$ cat src/rtl/mac_seq_pkg.sv
// Shared constants for the (a*b)+(c*d) sequencer: FSM state encodings
// and the radix used by the binary-to-BCD subtract loop.
package mac_seq_pkg;

  // 3-bit state register encodings
  localparam logic [2:0] S_IDLE   = 3'd0;
  localparam logic [2:0] S_MUL_AB = 3'd1;
  localparam logic [2:0] S_MUL_CD = 3'd2;
  localparam logic [2:0] S_SUM    = 3'd3;
  localparam logic [2:0] S_BCD    = 3'd4;

  // Radix subtracted once per BCD cycle
  localparam int BCD_BASE = 10;

endpackage

$ cat src/rtl/mac_seq_ctrl_if.sv
// Operand/result bundle between the board wrapper (master) and the
// sequencer (slave).
//
// Handshake: the master raises start (pulse or level). The slave accepts it
// only on a rising edge where it is idle (busy=0), latching a..d on that same
// edge. While busy=1, start and a..d are ignored. done is a one-cycle pulse,
// and result/bcd are valid from the done cycle until the next completed
// operation overwrites them. state mirrors the FSM register for observation.
interface mac_seq_ctrl_if #(
  parameter int OPW = 3
) ();
  logic              start;
  logic [OPW-1:0]    a;
  logic [OPW-1:0]    b;
  logic [OPW-1:0]    c;
  logic [OPW-1:0]    d;
  logic              busy;
  logic              done;
  logic [2*OPW:0]    result;
  logic [7:0]        bcd;
  logic [2:0]        state;

  modport master (
    output start, a, b, c, d,
    input  busy, done, result, bcd, state
  );

  modport slave (
    input  start, a, b, c, d,
    output busy, done, result, bcd, state
  );
endinterface

$ cat src/rtl/mul_shared.sv
// Combinational unsigned OPW x OPW array multiplier. Each partial-product
// row is added into the running sum through a ripple chain of full adders.
module mul_shared #(
  parameter int OPW = 3
) (
  input  logic [OPW-1:0]   x,
  input  logic [OPW-1:0]   y,
  output logic [2*OPW-1:0] p
);

  function automatic logic [1:0] full_add(input logic s, input logic t, input logic cin);
    full_add = {(s & t) | (s & cin) | (t & cin), s ^ t ^ cin};
  endfunction

  // Accumulate partial-product rows; row i occupies bits i..i+OPW-1 and its
  // carry-out lands in bit i+OPW, which earlier rows have not reached yet.
  always_comb begin : array_mul
    logic [2*OPW-1:0] acc;
    logic [OPW-1:0]   pp;
    logic             cy;
    logic [1:0]       fa;
    acc = '0;
    pp  = '0;
    cy  = 1'b0;
    fa  = '0;
    for (int j = 0; j < OPW; j++) acc[j] = x[j] & y[0];
    for (int i = 1; i < OPW; i++) begin
      pp = x & {OPW{y[i]}};
      cy = 1'b0;
      for (int j = 0; j < OPW; j++) begin
        fa         = full_add(acc[i+j], pp[j], cy);
        acc[i+j]   = fa[0];
        cy         = fa[1];
      end
      acc[i+OPW] = cy;
    end
    p = acc;
  end

endmodule

$ cat src/rtl/mac_seq_ctrl.sv
// Computes (a*b)+(c*d) with one time-multiplexed multiplier, then converts
// the binary sum to two BCD digits by repeated subtraction of ten.
module mac_seq_ctrl
  import mac_seq_pkg::*;
#(
  parameter int OPW = 3
) (
  input  logic           clk,
  input  logic           rst_n,
  mac_seq_ctrl_if.slave  bus
);

  localparam int RW = 2*OPW + 1;
  localparam logic [RW-1:0] TEN = RW'(BCD_BASE);

  logic [2:0]       state;
  logic [OPW-1:0]   la, lb, lc, ld;
  logic [2*OPW-1:0] p1, p2;
  logic [RW-1:0]    rem;
  logic [3:0]       tens;
  logic [RW-1:0]    result_q;
  logic [7:0]       bcd_q;
  logic             done_q;

  logic             sel_cd;
  logic [OPW-1:0]   mx, my;
  logic [2*OPW-1:0] prod;
  logic [RW-1:0]    sum;

  // Operand mux: a,b during MUL_AB, c,d during MUL_CD
  assign sel_cd = (state == S_MUL_CD);
  assign mx     = sel_cd ? lc : la;
  assign my     = sel_cd ? ld : lb;
  assign sum    = RW'(p1) + RW'(p2);

  mul_shared #(.OPW(OPW)) u_mul (
    .x (mx),
    .y (my),
    .p (prod)
  );

  // Sequencer FSM and datapath registers; reset discards any partial work
  always_ff @(posedge clk) begin
    if (!rst_n) begin
      state    <= S_IDLE;
      la       <= '0;
      lb       <= '0;
      lc       <= '0;
      ld       <= '0;
      p1       <= '0;
      p2       <= '0;
      rem      <= '0;
      tens     <= '0;
      result_q <= '0;
      bcd_q    <= '0;
      done_q   <= 1'b0;
    end else begin
      done_q <= 1'b0;
      case (state)
        S_IDLE: begin
          if (bus.start) begin
            la    <= bus.a;
            lb    <= bus.b;
            lc    <= bus.c;
            ld    <= bus.d;
            state <= S_MUL_AB;
          end
        end
        S_MUL_AB: begin
          p1    <= prod;
          state <= S_MUL_CD;
        end
        S_MUL_CD: begin
          p2    <= prod;
          state <= S_SUM;
        end
        S_SUM: begin
          result_q <= sum;
          rem      <= sum;
          tens     <= '0;
          state    <= S_BCD;
        end
        S_BCD: begin
          if (rem >= TEN) begin
            rem  <= rem - TEN;
            tens <= tens + 4'd1;
          end else begin
            bcd_q  <= {tens, rem[3:0]};
            done_q <= 1'b1;
            state  <= S_IDLE;
          end
        end
        default: state <= S_IDLE;
      endcase
    end
  end

  assign bus.busy   = (state != S_IDLE);
  assign bus.done   = done_q;
  assign bus.result = result_q;
  assign bus.bcd    = bcd_q;
  assign bus.state  = state;

endmodule

$ cat src/flat_wrapper.sv
// flat-port wrapper written by rule: the top's interface ports become plain ports
module mac_seq_ctrl_flat import mac_seq_pkg::*;
#(
  parameter int OPW = 3
)
  (clk, rst_n, bus_start, bus_a, bus_b, bus_c, bus_d, bus_busy, bus_done, bus_result, bus_bcd, bus_state);
  mac_seq_ctrl_if #(.OPW(OPW)) bus_i ();
  input  logic clk;
  input  logic rst_n;
  input wire logic [$bits(bus_i.start)-1:0] bus_start;
  input wire logic [$bits(bus_i.a)-1:0] bus_a;
  input wire logic [$bits(bus_i.b)-1:0] bus_b;
  input wire logic [$bits(bus_i.c)-1:0] bus_c;
  input wire logic [$bits(bus_i.d)-1:0] bus_d;
  output wire logic [$bits(bus_i.busy)-1:0] bus_busy;
  output wire logic [$bits(bus_i.done)-1:0] bus_done;
  output wire logic [$bits(bus_i.result)-1:0] bus_result;
  output wire logic [$bits(bus_i.bcd)-1:0] bus_bcd;
  output wire logic [$bits(bus_i.state)-1:0] bus_state;
  assign bus_i.start = bus_start;
  assign bus_i.a = bus_a;
  assign bus_i.b = bus_b;
  assign bus_i.c = bus_c;
  assign bus_i.d = bus_d;
  assign bus_busy = bus_i.busy;
  assign bus_done = bus_i.done;
  assign bus_result = bus_i.result;
  assign bus_bcd = bus_i.bcd;
  assign bus_state = bus_i.state;
  mac_seq_ctrl #(.OPW(OPW)) u_core (.clk(clk), .rst_n(rst_n), .bus(bus_i));
endmodule
$ cat config.mk
export PLATFORM = sky130hd
export DESIGN_NAME = mac_seq_ctrl_flat
export DESIGN_NICKNAME = d
export VERILOG_FILES = /design/src/rtl/mac_seq_pkg.sv /design/src/rtl/mac_seq_ctrl_if.sv /design/src/rtl/mul_shared.sv /design/src/rtl/mac_seq_ctrl.sv /design/src/flat_wrapper.sv
export SDC_FILE = /design/constraint.sdc
export NUM_CORES = 1
export LEC_CHECK = 0
export BUFFER_PORTS_ARGS = -buffer_cell sky130_fd_sc_hd__buf_2
export CORE_AREA = 2 2 84 86
export DETAILED_ROUTE_END_ITERATION = 12
export DIE_AREA = 0 0 86 88
export SLEW_MARGIN = 20
export SYNTH_ARGS = -nofsm -noshare
export SYNTH_HDL_FRONTEND = slang
export SYNTH_HIERARCHICAL = 1
export SYNTH_SLANG_ARGS = --single-unit
export TNS_END_PERCENT = 50
$ cat constraint.sdc
create_clock -name clk -period 7.29 [get_ports clk]
set_input_delay 1.0935 -clock clk [delete_from_list [all_inputs] [get_ports clk]]
set_output_delay 1.0935 -clock clk [all_outputs]
set_load 0.05 [all_outputs]
==> qor.yml <==
outcome: "finished, final reports clean"
cts_buffer_depth: 2
timing.final.hold_violations: 0
dieArea_um2: 7570
pwr-share-comb: 0.098
ios: 35
cts_tree: "yes"
synth_cell_types: 40
cts_root_buf: "clkbuf_8"
p_clk_frac: 0.324
tns_ps: 0
grt_max_degree: 27
fin_cells: 428
max_freq_ghz: 0.297
cts_resized: 0
nets: 377
cp-start-kind: "register"
power.leakage_nw: 1.23
cts_buffers: 5
cp_common_cell: "fa_1"
slowest_delay_ps: 460
critPathRequiredTime_ps: 7490
finalPower_mw: 0.531
p_seq_frac: 0.578
via_per_inst: 5.00
maxCapViolCount: 0
place_congestion: 0.824
row_count: 30
p_sw_frac: 0.258
initial_utilization: 0.388
path_clk_slew_ps: 90
wl_per_cell_um: 12.4
fin_crit_ps: 3370
antenna_cells: 0
irDropWorstVdd_uv: 87.9
grt_antenna_before_repair: 0
postCtsSetupBuffers: 0
fillers: 692
hold_buffers: 0
hp-class: "register to register"
cellPowerDensity_nw_per_um2: 185
drv_slew: 0
syn_inst: 322
syn_nets: 352
drc: 0
ys_seq_area_frac: 0.419
dr.pass1.iters: 4
p_int_mw: 0.394
rsz0062_at_grt: "false"
cts_sinks: 54
worstPathCellList: "nor2_1 -> and2_1 -> nand2_1 -> nand2_1 -> and2_1 -> ha_1 -> fa_1 -> ha_1 -> inv_1 -> fa_1 -> inv_1 -> fa_1 -> mux2i_1 -> nor2_1"
multiInputGateArea_um2: 1360
yosysWarnings: 6
mappedNetlistArea_um2: 2580
crit_type: "register to register"
clk_latency_ps: 310
core_area_um2: 6640
grt_pass1_wl_mm: 9.18
fin_skew_ps: 9.62
drtIter0Drc: 72
drt_wl_total_mm: 5.30
fin_crit_sh: 0.462
syn_area_per_cell_um2: 8.00
dpl.hpwl_mm: 3.96
critPathSlowestCell: "dfxtp_1"
dp.cells: 420
critical_path_arrival_ps: 3570
die_w_um: 86
ant_nets: 0
grt_overflow_total: 0
cp_max_fo: 13
worst_pin_slew_ps: 582
die_h_um: 88
setup_violations: 0
regArea_um2: 1080
syn2layout_area_growth_pct: 11.5
route.vias.total: 2140
io_buffer_count: 34
ys_seq_elements: 54
grt_use_total: 0.151
relSlewSlack: 0.611
drive_gt1_frac: 0.138
htreeDepth: 2
power_switching_mw: 0.137
first_global_vias: 1981
end_kind: "register"
cells in the mapped netlist:
| library cell | instances | share of area |
|---|---|---|
| nor4b_1 | 2 | 0.0068 |
| o22ai_1 | 3 | 0.0073 |
| xnor2_1 | 4 | 0.014 |
| clkbuf_1 | 12 | 0.017 |
| buf_4 | 1 | 0.0029 |
| o21a_1 | 1 | 0.0029 |
| dfxtp_1 | 54 | 0.42 |
| nor3b_2 | 2 | 0.0097 |
| a211oi_1 | 3 | 0.0087 |
| nor2b_1 | 1 | 0.0024 |
| o31a_1 | 1 | 0.0034 |
| buf_2 | 2 | 0.0039 |
| a22o_1 | 2 | 0.0068 |
| a21oi_1 | 36 | 0.070 |
| xor2_1 | 1 | 0.0034 |
| nand3_2 | 1 | 0.0039 |
| buf_6 | 1 | 0.0044 |
| fa_1 | 4 | 0.031 |
| o31ai_1 | 3 | 0.0087 |
| o21ai_0 | 15 | 0.029 |
| ha_1 | 11 | 0.053 |
| nand3_1 | 9 | 0.017 |
| and3b_1 | 1 | 0.0034 |
| buf_1 | 2 | 0.0029 |
| nor3b_1 | 1 | 0.0029 |
| nor2_1 | 23 | 0.033 |
| o21bai_1 | 1 | 0.0029 |
| and2_1 | 11 | 0.027 |
| nor3_1 | 6 | 0.012 |
| or3_1 | 2 | 0.0049 |
| mux2i_1 | 7 | 0.027 |
| o311a_1 | 1 | 0.0039 |
| or2_2 | 1 | 0.0024 |
| nor4_1 | 1 | 0.0024 |
| nand2_1 | 78 | 0.11 |
| o221a_2 | 1 | 0.0044 |
| a32o_1 | 1 | 0.0039 |
| o221ai_1 | 1 | 0.0034 |
| nand3b_1 | 1 | 0.0029 |
| inv_1 | 14 | 0.020 |
worst max-delay path, delay by kind of cell (launching register included):
family	cells	cell delay [ps]
adder cells (fa/ha/maj)	5	1690
AND/OR/NAND/NOR	6	840
flip-flops	1	460
multiplexers	1	140
buffers and inverters	2	120
final timing paths:
| check | cells after the start | startpoint | slack (ps) | endpoint |
|---|---|---|---|---|
| worst max register to register | 14 | u_core/bus.state[0] | 3920 | u_core/p1[4] |
| worst min-delay path | 2 | u_core/bus.result[3] | 460 | u_core/bus.result[3] |
| worst max-delay path | 14 | u_core/bus.state[0] | 3920 | u_core/p1[4] |
| worst min register to register | 2 | u_core/bus.result[3] | 460 | u_core/bus.result[3] |
final cells by class:
cell class / count / share of cell area
inverters: 14 / 0.0183
repair buffers: 36 / 0.0645
well taps: 80 / 0.0348
multi-input cells: 236 / 0.474
clock inverters: 1 / 0.00174
clock buffers: 7 / 0.0301
flip-flops and latches: 54 / 0.376
sequential cells by signal (all words and copies together) (netlist names), 4 cells and up:
register / cells
u_core/p2: 6
u_core/p1: 6
u_core/bus.result: 7
u_core/rem: 7
u_core/tens: 4
u_core/bus.bcd: 8
stage by stage:
step           hold slack (ps)  setup slack, ps  utilization  instance area [um2]
2_1_floorplan              437             3730            -                 2580
3_5_place_dp               447             3920        0.419                 2780
3_3_place_gp               445             4030        0.419                 2780
6_report                   458             3920        0.432                 2870
4_1_cts                    460             3910        0.432                 2870
5_1_grt                    474             3680        0.432                 2870
metal layers:
layer	up-vias	track usage	routed length [um]
met5	-	0	0
met4	0	0.0519	89
met3	8	0.0443	255
met2	52	0.251	2510
met1	945	0.186	2440
li1	1135	-	-
power by group through the flow:
stage	combinational [mW]	clock, mW	sequential, mW
after CTS	0.0530	0.180	0.307
after global placement	0.0521	0	0.313
after detailed placement	0.0529	0	0.314
after floorplan	0.0362	0	0.316
after global routing	0.0593	0.192	0.308
final	0.0522	0.172	0.307
cell families (layout without fill, tap and decap cells):
| logic type | count (synthesis) | count (layout) | synth area share |
|---|---|---|---|
| xor+xnor | 5 | 5 | 0.0170 |
| simple gates | 140 | 140 | 0.245 |
| flops | 54 | 54 | 0.419 |
| compound gates | 69 | 69 | 0.155 |
| mux | 7 | 7 | 0.0272 |
| fa+ha+maj | 15 | 15 | 0.0845 |
| buf+inv | 32 | 58 | 0.0519 |
cell usage in the layout, fill, tap and decap left out, types with 2 or more instances in the layout:
cell type	netlist	final
nand2_1	78	78
and2_1	11	11
inv_1	14	14
o21ai_0	15	15
fa_1	4	4
nor2_1	23	23
nor3_1	6	6
dfxtp_1	54	54
mux2i_1	7	7
ha_1	11	11
or3_1	2	2
nand3_1	9	9
nor3b_2	2	2
buf_4	1	2
xnor2_1	4	4
buf_2	2	34
o22ai_1	3	3
a22o_1	2	2
clkbuf_8	0	6
nor4b_1	2	2
a21oi_1	36	36
o31ai_1	3	3
a211oi_1	3	3
Power figures use the tool's default switching activity.
